$ cat config.mk
export PLATFORM = sky130hd
export DESIGN_NAME = shift_divider
export DESIGN_NICKNAME = d
export VERILOG_FILES = /design/src/rtl/arith_pkg.sv /design/src/rtl/shift_subtractor.sv /design/src/rtl/shift_divider.sv
export SDC_FILE = /design/constraint.sdc
export NUM_CORES = 1
export LEC_CHECK = 0
export CORE_UTILIZATION = 50
export DETAILED_ROUTE_END_ITERATION = 10
export GPL_TIMING_DRIVEN = 1
export PLACE_DENSITY_LB_ADDON = 0.1
export SLEW_MARGIN = 10
export SYNTH_ARGS = -nofsm -noshare
export SYNTH_HDL_FRONTEND = slang
export SYNTH_SLANG_ARGS = --single-unit
$ cat constraint.sdc
create_clock -name clk -period 4.5 [get_ports clk]
set_input_delay 0.45 -clock clk [delete_from_list [all_inputs] [get_ports clk]]
set_output_delay 0.45 -clock clk [all_outputs]
set_load 0.005 [all_outputs]
$ cat src/rtl/arith_pkg.sv
// Shared arithmetic-unit package: default operand width, divider FSM states,
// latency constant and the sign-handling helpers also used by the multiplier.
package arith_pkg;

  localparam int DEFAULT_WIDTH = 32;
  localparam int DIV_LATENCY   = DEFAULT_WIDTH + 2;

  typedef enum logic [1:0] {
    IDLE,
    CALC,
    FIX,
    DONE
  } div_state_t;

  // Two's-complement negate; the most negative value maps to itself.
  function automatic logic [DEFAULT_WIDTH-1:0] neg2c(input logic [DEFAULT_WIDTH-1:0] x);
    return ~x + DEFAULT_WIDTH'(1);
  endfunction

  // Unsigned magnitude of a signed operand; 0x80000000 stays 0x80000000,
  // which is correct once the result is read as unsigned.
  function automatic logic [DEFAULT_WIDTH-1:0] abs_mag(input logic [DEFAULT_WIDTH-1:0] x);
    return x[DEFAULT_WIDTH-1] ? neg2c(x) : x;
  endfunction

endpackage

$ cat src/rtl/shift_subtractor.sv
// One restoring shift-subtract step: brings the next dividend bit into the
// partial remainder and subtracts the divisor magnitude if it fits.
module shift_subtractor #(
  parameter int WIDTH = 32
) (
  input  logic [WIDTH-1:0] i_rem,
  input  logic             i_bit,
  input  logic [WIDTH-1:0] i_dvs,
  output logic [WIDTH-1:0] o_rem,
  output logic             o_qBit
);

  logic [WIDTH:0] w_shift;
  logic [WIDTH:0] w_trial;

  assign w_shift = {i_rem, i_bit};
  assign w_trial = w_shift - {1'b0, i_dvs};

  // A clear top bit on the WIDTH+1-bit trial means the divisor fit, so keep
  // the difference; otherwise restore the shifted remainder.
  always_comb begin
    o_qBit = ~w_trial[WIDTH];
    o_rem  = w_trial[WIDTH] ? w_shift[WIDTH-1:0] : w_trial[WIDTH-1:0];
  end

endmodule

$ cat src/rtl/shift_divider.sv
// Iterative signed divider, one quotient bit per clock, start/done handshake.
// Optional macro SHIFT_DIVIDER_FAST_ZERO_EN: a zero dividend with a non-zero
// divisor skips the iteration phase and finishes in the divide-by-zero time.
module shift_divider
  import arith_pkg::*;
#(
  parameter int WIDTH = DEFAULT_WIDTH
) (
  input  logic             clk,
  input  logic             rst,
  input  logic             start,
  input  logic [WIDTH-1:0] A,
  input  logic [WIDTH-1:0] B,
  output logic             busy,
  output logic             done,
  output logic [WIDTH-1:0] Q,
  output logic [WIDTH-1:0] R,
  output logic             div_by_zero
);

  localparam int CW = $clog2(WIDTH) + 1;

  div_state_t      r_state;
  logic [WIDTH-1:0] r_dvd;
  logic [WIDTH-1:0] r_rem;
  logic [WIDTH-1:0] r_dvs;
  logic [WIDTH-1:0] r_q;
  logic [WIDTH-1:0] r_r;
  logic [CW-1:0]    r_count;
  logic             r_negA;
  logic             r_negB;
  logic             r_zero;
  logic             r_busy;
  logic             r_done;
  logic             r_dbz;

  logic [WIDTH-1:0] w_newRem;
  logic             w_qBit;
  logic             w_skipCalc;

`ifdef SHIFT_DIVIDER_FAST_ZERO_EN
  assign w_skipCalc = (A == '0) || (B == '0);
`else
  assign w_skipCalc = (B == '0);
`endif

  // The dividend register doubles as the quotient: its MSB feeds the step and
  // the new quotient bit enters at the LSB.
  shift_subtractor #(.WIDTH(WIDTH)) u_step (
    .i_rem (r_rem),
    .i_bit (r_dvd[WIDTH-1]),
    .i_dvs (r_dvs),
    .o_rem (w_newRem),
    .o_qBit(w_qBit)
  );

  assign busy        = r_busy;
  assign done        = r_done;
  assign Q           = r_q;
  assign R           = r_r;
  assign div_by_zero = r_dbz;

  // Control FSM with registered outputs; the done pulse lags the DONE state by
  // one edge, and a start seen during that pulse is not accepted.
  always_ff @(posedge clk) begin
    if (rst) begin
      r_state <= IDLE;
      r_dvd   <= '0;
      r_rem   <= '0;
      r_dvs   <= '0;
      r_q     <= '0;
      r_r     <= '0;
      r_count <= '0;
      r_negA  <= 1'b0;
      r_negB  <= 1'b0;
      r_zero  <= 1'b0;
      r_busy  <= 1'b0;
      r_done  <= 1'b0;
      r_dbz   <= 1'b0;
    end else begin
      r_done <= 1'b0;
      case (r_state)
        IDLE: begin
          if (start && !r_done) begin
            r_negA  <= A[WIDTH-1];
            r_negB  <= B[WIDTH-1];
            r_dvd   <= abs_mag(A);
            r_dvs   <= abs_mag(B);
            r_rem   <= '0;
            r_count <= '0;
            r_zero  <= (B == '0);
            r_dbz   <= 1'b0;
            r_busy  <= 1'b1;
            r_state <= w_skipCalc ? FIX : CALC;
          end
        end
        CALC: begin
          r_rem   <= w_newRem;
          r_dvd   <= {r_dvd[WIDTH-2:0], w_qBit};
          r_count <= r_count + CW'(1);
          if (r_count == CW'(WIDTH - 1)) begin
            r_state <= FIX;
          end
        end
        FIX: begin
          if (r_zero) begin
            r_q   <= '1;
            r_r   <= r_negA ? neg2c(r_dvd) : r_dvd;
            r_dbz <= 1'b1;
          end else begin
            r_q <= (r_negA ^ r_negB) ? neg2c(r_dvd) : r_dvd;
            r_r <= r_negA ? neg2c(r_rem) : r_rem;
          end
          r_state <= DONE;
        end
        DONE: begin
          r_done  <= 1'b1;
          r_busy  <= 1'b0;
          r_state <= IDLE;
        end
        default: r_state <= IDLE;
      endcase
    end
  end

endmodule

Word level (Yosys, flattened, before mapping)
Cells that the tools add are included. W data, S select, Z words.

Register bits: 174. Bits of input ports: 67. Word-level logic and storage cells: 68.

Add/sub/neg operators: 6. Eq/ne operators: 7. Mux-type cells: 24. Bitwise operators: 6. Reductions and logical operators: 12.

Operator list (count): $mux W32 (10); $add A32 B1 Y32 const B (4); $not A32 Y32 (4); $pmux W32 S2 (2); $sub A33 B32 Y33 (1); $logic_not A32 Y1 (1); $pmux W6 S2 (1); $pmux W2 S4 (1); $reduce_and A2 Y1 (4); $add A6 B1 Y6 const B (1); $eq A6 B5 Y1 const B (1); $mux W2 (3); $mux W6 (1); $ne A2 B2 Y1 const B (3); $reduce_bool A2 Y1 (3); $eq A2 B2 Y1 const B (2); $mux W1 (4); $pmux W1 S2 (2); $reduce_and A3 Y1 (1); $eq A2 B1 Y1 const B (1); $logic_not A2 Y1 (1); $logic_and A1 B1 Y1 (1); $logic_not A1 Y1 (1); $not A1 Y1 (1); $xor A1 B1 Y1 (1).

Longest topological paths before layout
Word-level depth: 5. Depth in mapped cells: 13.

By module
A second synthesis with hierarchy kept.

Cell total of the unflattened synthesis: 1490. Area total of the unflattened synthesis: 12027.8 um^2.

By module, submodules not included: shift_divider (times used 1, cells each 1181, area an instance 9710.6 um^2); shift_subtractor (times used 1, cells each 309, area an instance 2317.2 um^2).

Least setup slack after synthesis
No wires, ideal clock.

Path kind: reg2reg. From: register r_rem[8]. To: register r_rem[12]. Setup time: 0.122 ns. Data arrival time: 2.890 ns. Required time: 4.378 ns. Path slack: 1.489 ns. Cell stages (with the launch flop): 12. Buffers on the path: 2. Cells stage by stage: dfxtp_1 > ha_1 > clkbuf_1 > and4_1 > o2111a_1 > a31oi_1 > a21oi_1 > a41o_1 > a211oi_2 > nor2_1 > buf_2 > a221o_1.

Longest elaborated chain between the ends: 3.

RTL lines: start: declaration (RTL line shift_divider.sv:25) `logic [WIDTH-1:0] r_rem;`; start signal: assignment (RTL line shift_divider.sv:98) `r_rem <= w_newRem;`; $sub A33 B32 Y33 (RTL line shift_subtractor.sv:17) `assign w_trial = w_shift - {1'b0, i_dvs};`; $mux W32 (RTL line shift_subtractor.sv:23) `o_rem = w_trial[WIDTH] ? w_shift[WIDTH-1:0] : w_trial[WIDTH-1:0];`; $pmux W32 S2 (RTL line shift_divider.sv:82) `case (r_state)`.

Every way passes these cells. A chain may end at the register's enable or synchronous reset.

Worst setup path after layout
From: register r_rem[0]. To: register r_dvd[0].

Longest elaborated chain between the ends: 3.

RTL lines: $sub A33 B32 Y33 (RTL line shift_subtractor.sv:17); $not A1 Y1 (RTL line shift_subtractor.sv:22) `o_qBit = ~w_trial[WIDTH];`; $pmux W32 S2 (RTL line shift_divider.sv:82); end signal: assignment (RTL line shift_divider.sv:87) `r_dvd <= abs_mag(A);`; end signal: assignment (RTL line shift_divider.sv:99) `r_dvd <= {r_dvd[WIDTH-2:0], w_qBit};`; end: declaration (RTL line shift_divider.sv:24) `logic [WIDTH-1:0] r_dvd;`.

Every way passes these cells.

==> summary.txt <==
Final Max Slew Viols: 0
Worst stage delay on the critical path: 0.50 ns
Critical path endpoint: r_dvd[0]$_SDFFE_PP0P_
Post-CTS Setup Inserts: 0
Slew @ Worst Pin: 1.27 ns
Register area share after synthesis: 28.4%
Port Buffers: 133
Combinational share of power: 48.7%
Post-route ant nets: 0
Critical Path End Type: register
Peak VDD IR: 0.562 mV
Initial Utilization: 51.7%
Total Wirelength: 37,300 um
Grt ovf: 0
Asr flop ratio synth: 0%
# nets final: 1,800
Diode count: 0
Post_cts resized: 0
Crit path cell chain: inv_1 > fa_1 > nor2b_1 > o31a_1 > a31oi_1 > a21oi_1 > a41o_1 > a211o_1 > buf_4 > nand3_1 > a221oi_1
Net Count, Synth: 1,759
R2r setup slk: 0.72 ns
Reg clk slew, reported paths: 0.07 ns
Slew HR: 15.1%
Final Skew: 0.0135 ns
Final Cycle Share: 84.1%
Total core area: 23,800 um2
Leakage power: 0.00536 uW
Shortest period the worst path allows: 3.78 ns
CTS H-Tree Depth: 4
Share of layout cells above drive strength 1: 5.28%
RSZ-0062 raised after global routing: no
I/O pin cnt: 134
Synth unique cells: 79
Flops & latches, synth: 174
Fillers: 2,219
Drt via density: 6.05
Setup TNS: 0 ns
Syn Area/Cell: 7.44 um2
Vias in the first global route: 10,900
Most frequent cells after synthesis: nand2_1 (214), dfxtp_1 (174), nor2_1 (156)
P_int: 4200 uW
Via count: 12,200
Crit path kind: register to register
Setup crit start kind: register
Reg area: 3490 um2
Die height: 159 um
Detail Placement HPWL: 27,600 um
Multi-input logic area: 8100 um2
Final setup violation count: 0
TritonCTS Sinks: 174
Max cap viols: 0
Status: complete, no violations
DRC: 0
Reg2Reg Depth: 11
Fmax: 264 MHz
Placer congestion estimate: 0.972
Critical Path AT: 4.12 ns
Die width: 159 um
R2R Path Start: r_rem[0]$_SDFFE_PP0P_
Largest net degree at the start of global routing: 76
Cell count after synthesis: 1,649
Area of the die: 25,200 um2
Pre-antenna DRT Iters: 5
Layout area overhead: 16.4%
Overall power: 7550 uW
Worst-Skew Late Latency: 0.45 ns
Most used DFF post-synth: dfxtp_1
Fin Hold WS: 0.421 ns
CP Data Required Time: 4.84 ns
Clock root cell: clkbuf_16
Iter 0 DRT Violations: 997
Final worst-path setup slack: 0.718 ns
First-pass GRT wire length: 59,100 um
Psw: 3350 uW
Hold buffers post-CTS: 0
Max clock buf depth: 2
Crit path max fanout: 17
Largest area contributor in the netlist: dfxtp_1
Wire per inst: 18.4 um
Ys Warns: 0
Synth area leaders: dfxtp_1 (28%), nand2_1 (6.5%), xnor2_1 (4.9%)
Pwr Density: 529 nW/um2
Post-synthesis cell area: 12,300 um2
Number of synthesized flops with an enable pin: 0
Clk pwr share: 20.0%
Reg power frac: 31.3%
Site Rows: 56
Overall Global Routing Usage: 30.2%
Initial antenna violation count: 0
Count leader, synth: nand2_1
CTS buffer count: 17
CP max stage cell: a211o_1
Top cell type's share of synthesized area: 28.4%
FF-to-FF End: r_dvd[0]$_SDFFE_PP0P_
CTS tree: done
Setup WS pre-CTS: 0.888 ns
Fin. Hold Viols: 0
HP Class: input pin to register
Worst Setup SP: r_rem[0]$_SDFFE_PP0P_
Net Sw Frac: 44.4%
==> worst min path at each step <==
stage,start,to,slack [ns],cells past startpoint
floorplan,r_dvs[18]$_SDFFE_PP0P_,r_dvs[18]$_SDFFE_PP0P_,0.43,2
global placement,r_dvs[18]$_SDFFE_PP0P_,r_dvs[18]$_SDFFE_PP0P_,0.44,2
detailed placement,r_dvs[18]$_SDFFE_PP0P_,r_dvs[18]$_SDFFE_PP0P_,0.45,2
CTS,rst,r_count[0]$_SDFFE_PP0P_,0.41,2
global route,rst,r_count[0]$_SDFFE_PP0P_,0.43,2
finish,rst,r_count[0]$_SDFFE_PP0P_,0.42,2
==> stage by stage <==
step | cells | utilization, % | area, um2
CTS | 2022 | 60.1 | 14300
floorplan | 1649 | - | 12300
detailed placement | 1990 | 57.6 | 13700
finish | 2022 | 60.1 | 14300
global route | 2022 | 60.1 | 14300
global placement | 1990 | 57.6 | 13700
==> routing by layer <==
layer	track usage (%)	routed length (um)	part of all wire, %	vias up
li1	-	-	-	6030
met1	43.9	17800	48	5730
met2	46.1	16400	44	421
met3	3.70	2250	6.0	54
met4	9.43	796	2.1	0
met5	0	0	0	-
==> sequential cells by signal, summed over array words and instances, names as in the netlist <==
name         flops
r_zero           1
busy             1
r_count          6
r_dvs           32
done             1
r_negA           1
div_by_zero      1
r_negB           1
r_dvd           32
R               32
Q               32
r_rem           32
r_state          2
==> cells by family after synthesis <==
| logic type | after synthesis | synth area share, % |
|---|---|---|
| compound gates | 479 | 26.2 |
| flops | 174 | 28.4 |
| xor+xnor | 138 | 9.85 |
| simple gates | 610 | 23.8 |
| mux | 17 | 1.50 |
| fa+ha+maj | 43 | 4.45 |
| buf+inv | 188 | 5.79 |
==> final cells by class <==
| class | instances | share of cell area [%] |
|---|---|---|
| Clock inverter | 15 | 1.23 |
| Multi-Input combinational cell | 1287 | 56.7 |
| Inverter | 55 | 1.45 |
| Tap cell | 319 | 2.79 |
| Clock buffer | 17 | 2.98 |
| Timing Repair Buffer | 155 | 10.5 |
| Sequential cell | 174 | 24.4 |
==> power by group through the flow <==
stage | Clock, uW | Combinational [uW] | Sequential [uW]
2_1_floorplan | 0 | 2710 | 2110
3_3_place_gp | 0 | 3600 | 2360
3_5_place_dp | 0 | 3630 | 2370
4_1_cts | 1530 | 3660 | 2340
5_1_grt | 1600 | 4070 | 2400
6_report | 1510 | 3680 | 2360
==> critical path: cells and delay by family, from the launching register on <==
family / cells / cell delay [ns]
simple gates: 2 / 0.33
compound gates: 6 / 1.94
fa+ha+maj: 1 / 0.47
flops: 1 / 0.47
buf+inv: 2 / 0.46
==> cells in the final DEF (no fill, tap or decap), types with 8 or more instances in the layout <==
master and count:
o41ai_1 16, a211oi_1 59, nor2_1 154, o21a_1 10
xnor2_1 69, a221o_1 14, ha_1 40, dfxtp_1 172
or4_1 15, o211ai_1 32, mux2i_1 15, nand4_1 24
clkbuf_16 17, nand3_1 44, nor3_1 33, and3_1 8
nand2_1 214, o22ai_1 34, nand2b_1 28, o21ai_0 78
nor2b_1 12, xor2_1 69, a31oi_1 25, a21oi_1 97
clkdlybuf4s50_1 132, inv_1 55, o31ai_1 33, a21o_1 23
or3_1 21, buf_4 23
Note: power is estimated with default switching activity, not from simulation.
==> variant 1, RTL diff (config.mk and constraints unchanged) <==
Build with the macro `SHIFT_DIVIDER_FAST_ZERO_EN` defined.
--- a/src/rtl/shift_divider.sv
+++ b/src/rtl/shift_divider.sv
@@ -2,4 +2,6 @@
 // Optional macro SHIFT_DIVIDER_FAST_ZERO_EN: a zero dividend with a non-zero
 // divisor skips the iteration phase and finishes in the divide-by-zero time.
+`define SHIFT_DIVIDER_FAST_ZERO_EN
+
 module shift_divider
   import arith_pkg::*;
Behaviour: not the same (a bounded check fails within 4 cycles, from zero or initial values and one cycle with rst high).
==> variant 1 against the unedited design <==
  * Non-clock buffer count fell by 2
  * Fmax rose by 1.6%
  * First-iteration DRC count rose by 3.7%
  * Power fell by 4.4%
  * Sequential cell count did not move
  * Synthesized area fell by 0.59%
  * Cell area fell by 0.75%
  * Setup slack improved by 0.060 ns
  * Utilization fell by 0.28 points
  * Clock skew fell by 0.0015 ns
  * Count of clock-buffer cells in the layout rose by 1
  * Routed wire length rose by 0.20%
  * Via count fell by 0.41%
  * Highest routed layer unchanged
==> variant 1: results <==
metrics = {
    "sta": {
        "hold_ws_ns": 0.456,
        "period_minus_slack_ns": 3.72,
        "tightest_slew_ns": 1.25,
        "finalClockSkew_ns": 0.0121,
    },
    "cells_and_area": {
        "layout-drive-gt1-share_pct": 5.27,
        "finish.cell_count_without_fillers": 2026,
        "num-nets-final": 1804,
    },
    "power_and_ir_drop": {
        "p_leak_nw": 5.33,
        "p_switching_mw": 3.19,
        "comb_power_share_pct": 47.8,
        "ir_drop_mv": 0.232,
        "swShare_pct": 44.1,
    },
    "placement": {
        "place_area_mm2": 0.0136,
        "dp_slack_ns": 0.877,
        "hpwlAfterDp_um": 27700,
        "place_congestion": 0.945,
    },
    "status": {
        "status": "finished, final reports clean",
    },
    "critical_path": {
        "cp.arrival_ns": 4.05,
        "r2r-end": "r_rem[13]",
        "worstSetupStartpoint": "r_dvd[31]",
        "reg2reg_depth": 12,
        "path_max_fanout": 18,
        "r2r_slack_ns": 0.78,
    },
    "synth": {
        "synthTopCellsByCount": "229 x nand2_1, 174 x dfxtp_1, 151 x nor2_1",
        "synth_cell_type_count": 75,
        "syn_area_per_cell_um2": 7.40,
        "yosysSeqAreaShare_pct": 28.6,
        "yosys-top-cells-area": "dfxtp_1 29%, nand2_1 7.0%, xnor2_1 5.2%",
    },
    "route": {
        "wl_per_cell_um": 18.4,
        "first_iter_violations": 1034,
        "via_per_inst": 6.01,
    },
    "global_route": {
        "grt_pass1_vias": 11000,
        "antenna_found_initial": 0,
        "grt_util_all_layers_pct": 30.2,
        "grt_pass1_wl_um": 58700,
        "grt_max_degree": 86,
    },
    "hold_path": {
        "min-delay-start": "R[25]",
        "hold_end": "R[25]",
        "hold_class": "reg -> reg",
        "hold_path_depth": 2,
    },
}
==> variant 1: cell types whose count changed in the layout (fill, tap and decap cells not counted), moves of 6 or more <==
| cell | change |
|---|---|
| a21oi_1 | +18 |
| nand2_1 | +15 |
| o21ai_0 | +10 |
| nand3_1 | -9 |
| a211oi_1 | -8 |
| nand2b_1 | -8 |
| or3_1 | -8 |
| a31oi_1 | -7 |
| and3_1 | +6 |
| clkinvlp_4 | +6 |
| o31ai_1 | +6 |
==> variant 1: cell type report <==
| cell class | instances | area (um2) |
|---|---|---|
| Clock buffer | 18 | 429 |
| Sequential cell | 174 | 3490 |
| Fill cell | 2241 | 9510 |
| Multi-Input combinational cell | 1290 | 8040 |
| Clock inverter | 14 | 131 |
| Timing Repair Buffer | 153 | 1480 |
| Inverter | 58 | 218 |
| Tap cell | 319 | 399 |
==> variant 1: kinds of logic after synthesis <==
logic type / Yosys count / synth area share [%]
muxes: 16 / 1.44
DFF: 174 / 28.6
buffers and inverters: 184 / 5.82
AOI/OAI and AO/OA: 488 / 26.3
and+or+nand+nor: 598 / 23.0
adders and majority gates: 43 / 4.47
xor gates and xnor gates: 145 / 10.4
==> variant 1: routing by layer <==
layer | global-route usage [%] | vias up | wire (um)
li1 | - | 6024 | -
met4 | 15.2 | 0 | 1800
met3 | 3.89 | 61 | 1720
met5 | 0 | - | 0
met2 | 48.5 | 371 | 17200
met1 | 39.5 | 5729 | 16700
==> variant 1: critical path, cell delays in order, from the launching register on <==
cell     delay [ns]
dfxtp_1        0.39
inv_1          0.10
ha_1           0.22
fa_1           0.39
nor2b_1        0.22
o31a_1         0.24
a31oi_1        0.17
a21oi_1        0.38
a41o_1         0.39
a211o_1        0.43
buf_4          0.32
a21oi_1        0.10
a221o_1        0.26
==> variant 2, RTL diff (same settings) <==
Made on the original files. Register the input `start` before use, without a reset. The logic sees it one clock later. The other inputs are not delayed to match.
--- a/src/rtl/shift_divider.sv
+++ b/src/rtl/shift_divider.sv
@@ -20,4 +20,10 @@
 
   localparam int CW = $clog2(WIDTH) + 1;
+
+  logic start_q;
+
+  always_ff @(posedge clk) begin
+    start_q <= start;
+  end
 
   div_state_t      r_state;
@@ -82,5 +88,5 @@
       case (r_state)
         IDLE: begin
-          if (start && !r_done) begin
+          if (start_q && !r_done) begin
             r_negA  <= A[WIDTH-1];
             r_negB  <= B[WIDTH-1];
Behaviour: not the same (Yosys sat finds a counterexample within 4 cycles, from zero or initial values and one cycle with rst high).
==> variant 2 against the unedited design <==
  * Power decreased by 4.8%
  * Sequential power decreased by 4%
  * Critical path depth increased by 2
  * Setup slack improved by 0.12 ns
  * Via count increased by 0.30%
  * First-iteration DRC count increased by 12%
  * Fmax increased by 3.3%
  * Synthesized area increased by 0.16%
  * Sequential cell count increased by 1
  * Routed wire length increased by 0.48%
  * Largest cell class unchanged
  * Cell area increased by 0.27%
  * Clock skew decreased by 0.0022 ns
  * Global-route usage decreased by 0.83 points
==> variant 2: results <==
metrics = {
    "status": {
        "status": "finished, final reports clean",
    },
    "critical_path": {
        "r2r-end": "r_rem[19]",
        "r2r_start": "r_dvd[31]",
        "path_max_fanout": 20,
        "reg2reg_depth": 13,
        "r2r_slack_ns": 0.84,
        "cp_slowest_cell": "fa_1",
        "max_stage_delay_ns": 0.38,
    },
    "placement": {
        "place_congestion": 0.966,
        "hpwlAfterDp_um": 28000,
        "place_area_mm2": 0.0137,
        "io_buffers": 133,
    },
    "synth": {
        "ys_warn_count": 0,
        "ys.flop_type": "dfxtp_1",
        "yosysSeqAreaShare_pct": 28.5,
        "synth_cell_type_count": 79,
        "yosys-top-cells-area": "dfxtp_1 29%, nand2_1 6.5%, xnor2_1 4.9%",
        "yosysMostFrequentCell": "nand2_1",
        "syn_nets": 1760,
        "syn_area_per_cell_um2": 7.45,
        "synthTopCellsByCount": "214 x nand2_1, 175 x dfxtp_1, 156 x nor2_1",
        "postSynth.asyncResetShare_pct": 0,
    },
    "sta": {
        "hold_ws_ns": 0.452,
        "tightest_slew_ns": 1.10,
        "finalClockSkew_ns": 0.0113,
    },
    "route": {
        "via_count": 12300,
        "wl_per_cell_um": 18.5,
        "drtPass1Iterations": 6,
        "first_iter_violations": 1114,
    },
    "clock_tree": {
        "cts-root-buf": "clkbuf_16",
        "postCtsSetupRepairBufs": 0,
        "cts_repair_resize_count": 0,
        "clk_pin_slew_worst_paths_ns": 0.07,
        "htreeDepth": 4,
        "clkLatencyLatePin_ns": 0.44,
        "cts_inserted_buffers": 17,
        "ctsLongestPathBuffers": 2,
    },
    "power_and_ir_drop": {
        "ir_drop_mv": 0.510,
        "p_leak_nw": 5.37,
        "p_int_mw": 4.07,
    },
    "global_route": {
        "grt_max_degree": 74,
        "grt_pass1_wl_um": 59800,
        "grt_util_all_layers_pct": 29.4,
        "grt_pass1_vias": 11000,
        "antenna_found_initial": 0,
    },
    "hold_path": {
        "hold_end": "start_q",
        "hold_path_depth": 1,
        "min-delay-start": "start",
        "hold_class": "in -> reg",
    },
    "cells_and_area": {
        "finish.cell_count_without_fillers": 2029,
        "layout-drive-gt1-share_pct": 5.28,
        "n_antenna_cell": 0,
        "fill_cells": 2300,
    },
}
==> variant 2: cell types whose count changed after synthesis, sizes merged <==
cell	unedited run	this run
dfxtp	174	175
==> variant 2: layout make-up <==
class                      instances  area [um2]  share of cell area [%]
clock buffer                      18         429                    3.00
clock inverter                    14         176                    1.23
inverter                          55         206                    1.44
multi-input combinational       1287        8100                    56.5
sequential                       175        3510                    24.5
tap                              324         405                    2.83
timing repair buffer             156        1500                    10.5
==> variant 2: power by group through the flow <==
stage          Clock, mW  Sequential, mW  Combinational [mW]
6_report            1.56            2.27                3.36
5_1_grt             1.64            2.30                3.70
4_1_cts             1.58            2.25                3.33
3_5_place_dp           0            2.29                3.32
3_3_place_gp           0            2.27                3.29
2_1_floorplan          0            2.04                2.48
==> variant 2: worst max-delay path by stage <==
stage	depth (start not counted)	to	from
after floorplan	11	r_rem[12]	r_rem[8]
after global placement	9	r_dvs[27]	B[9]
after detailed placement	13	r_rem[19]	r_dvd[31]
after CTS	13	r_rem[19]	r_dvd[31]
after global routing	12	r_rem[5]	r_dvd[31]
final	13	r_rem[19]	r_dvd[31]
==> variant 2: logic make-up (layout without fill, tap and decap cells) <==
| family | count (synthesis) | in the layout | share of synthesized area, % |
|---|---|---|---|
| buffers and inverters | 188 | 243 | 5.78 |
| AOI/OAI and AO/OA | 479 | 479 | 26.1 |
| and+or+nand+nor | 610 | 610 | 23.8 |
| adders and majority gates | 43 | 43 | 4.44 |
| DFF | 175 | 175 | 28.5 |
| xor gates and xnor gates | 138 | 138 | 9.83 |
| muxes | 17 | 17 | 1.50 |
==> variant 2: worst max-delay path, delay by kind of cell (launching register included) <==
family	cells	cell delay, ns
AO/OA/AOI/OAI	6	1.36
buffers and inverters	3	0.64
adder cells (fa/ha/maj)	2	0.61
AND/OR/NAND/NOR	2	0.53
flip-flops	1	0.37
==> variant 2: per-stage QoR <==
stage | setup slack (ns) | util, %
floorplan | 1.49 | -
global placement | 1.02 | 56.6
detailed placement | 0.919 | 56.6
CTS | 0.897 | 59.1
global route | 0.642 | 59.1
finish | 0.837 | 59.1
==> variant 2: routing by layer <==
layer / wire length, um / part of all wire [%] / global-route usage [%]
met2: 16200 / 43 / 43.5
met3: 2530 / 6.7 / 3.06
met4: 974 / 2.6 / 10.5
met1: 17700 / 47 / 43.7
met5: 0 / 0 / 0
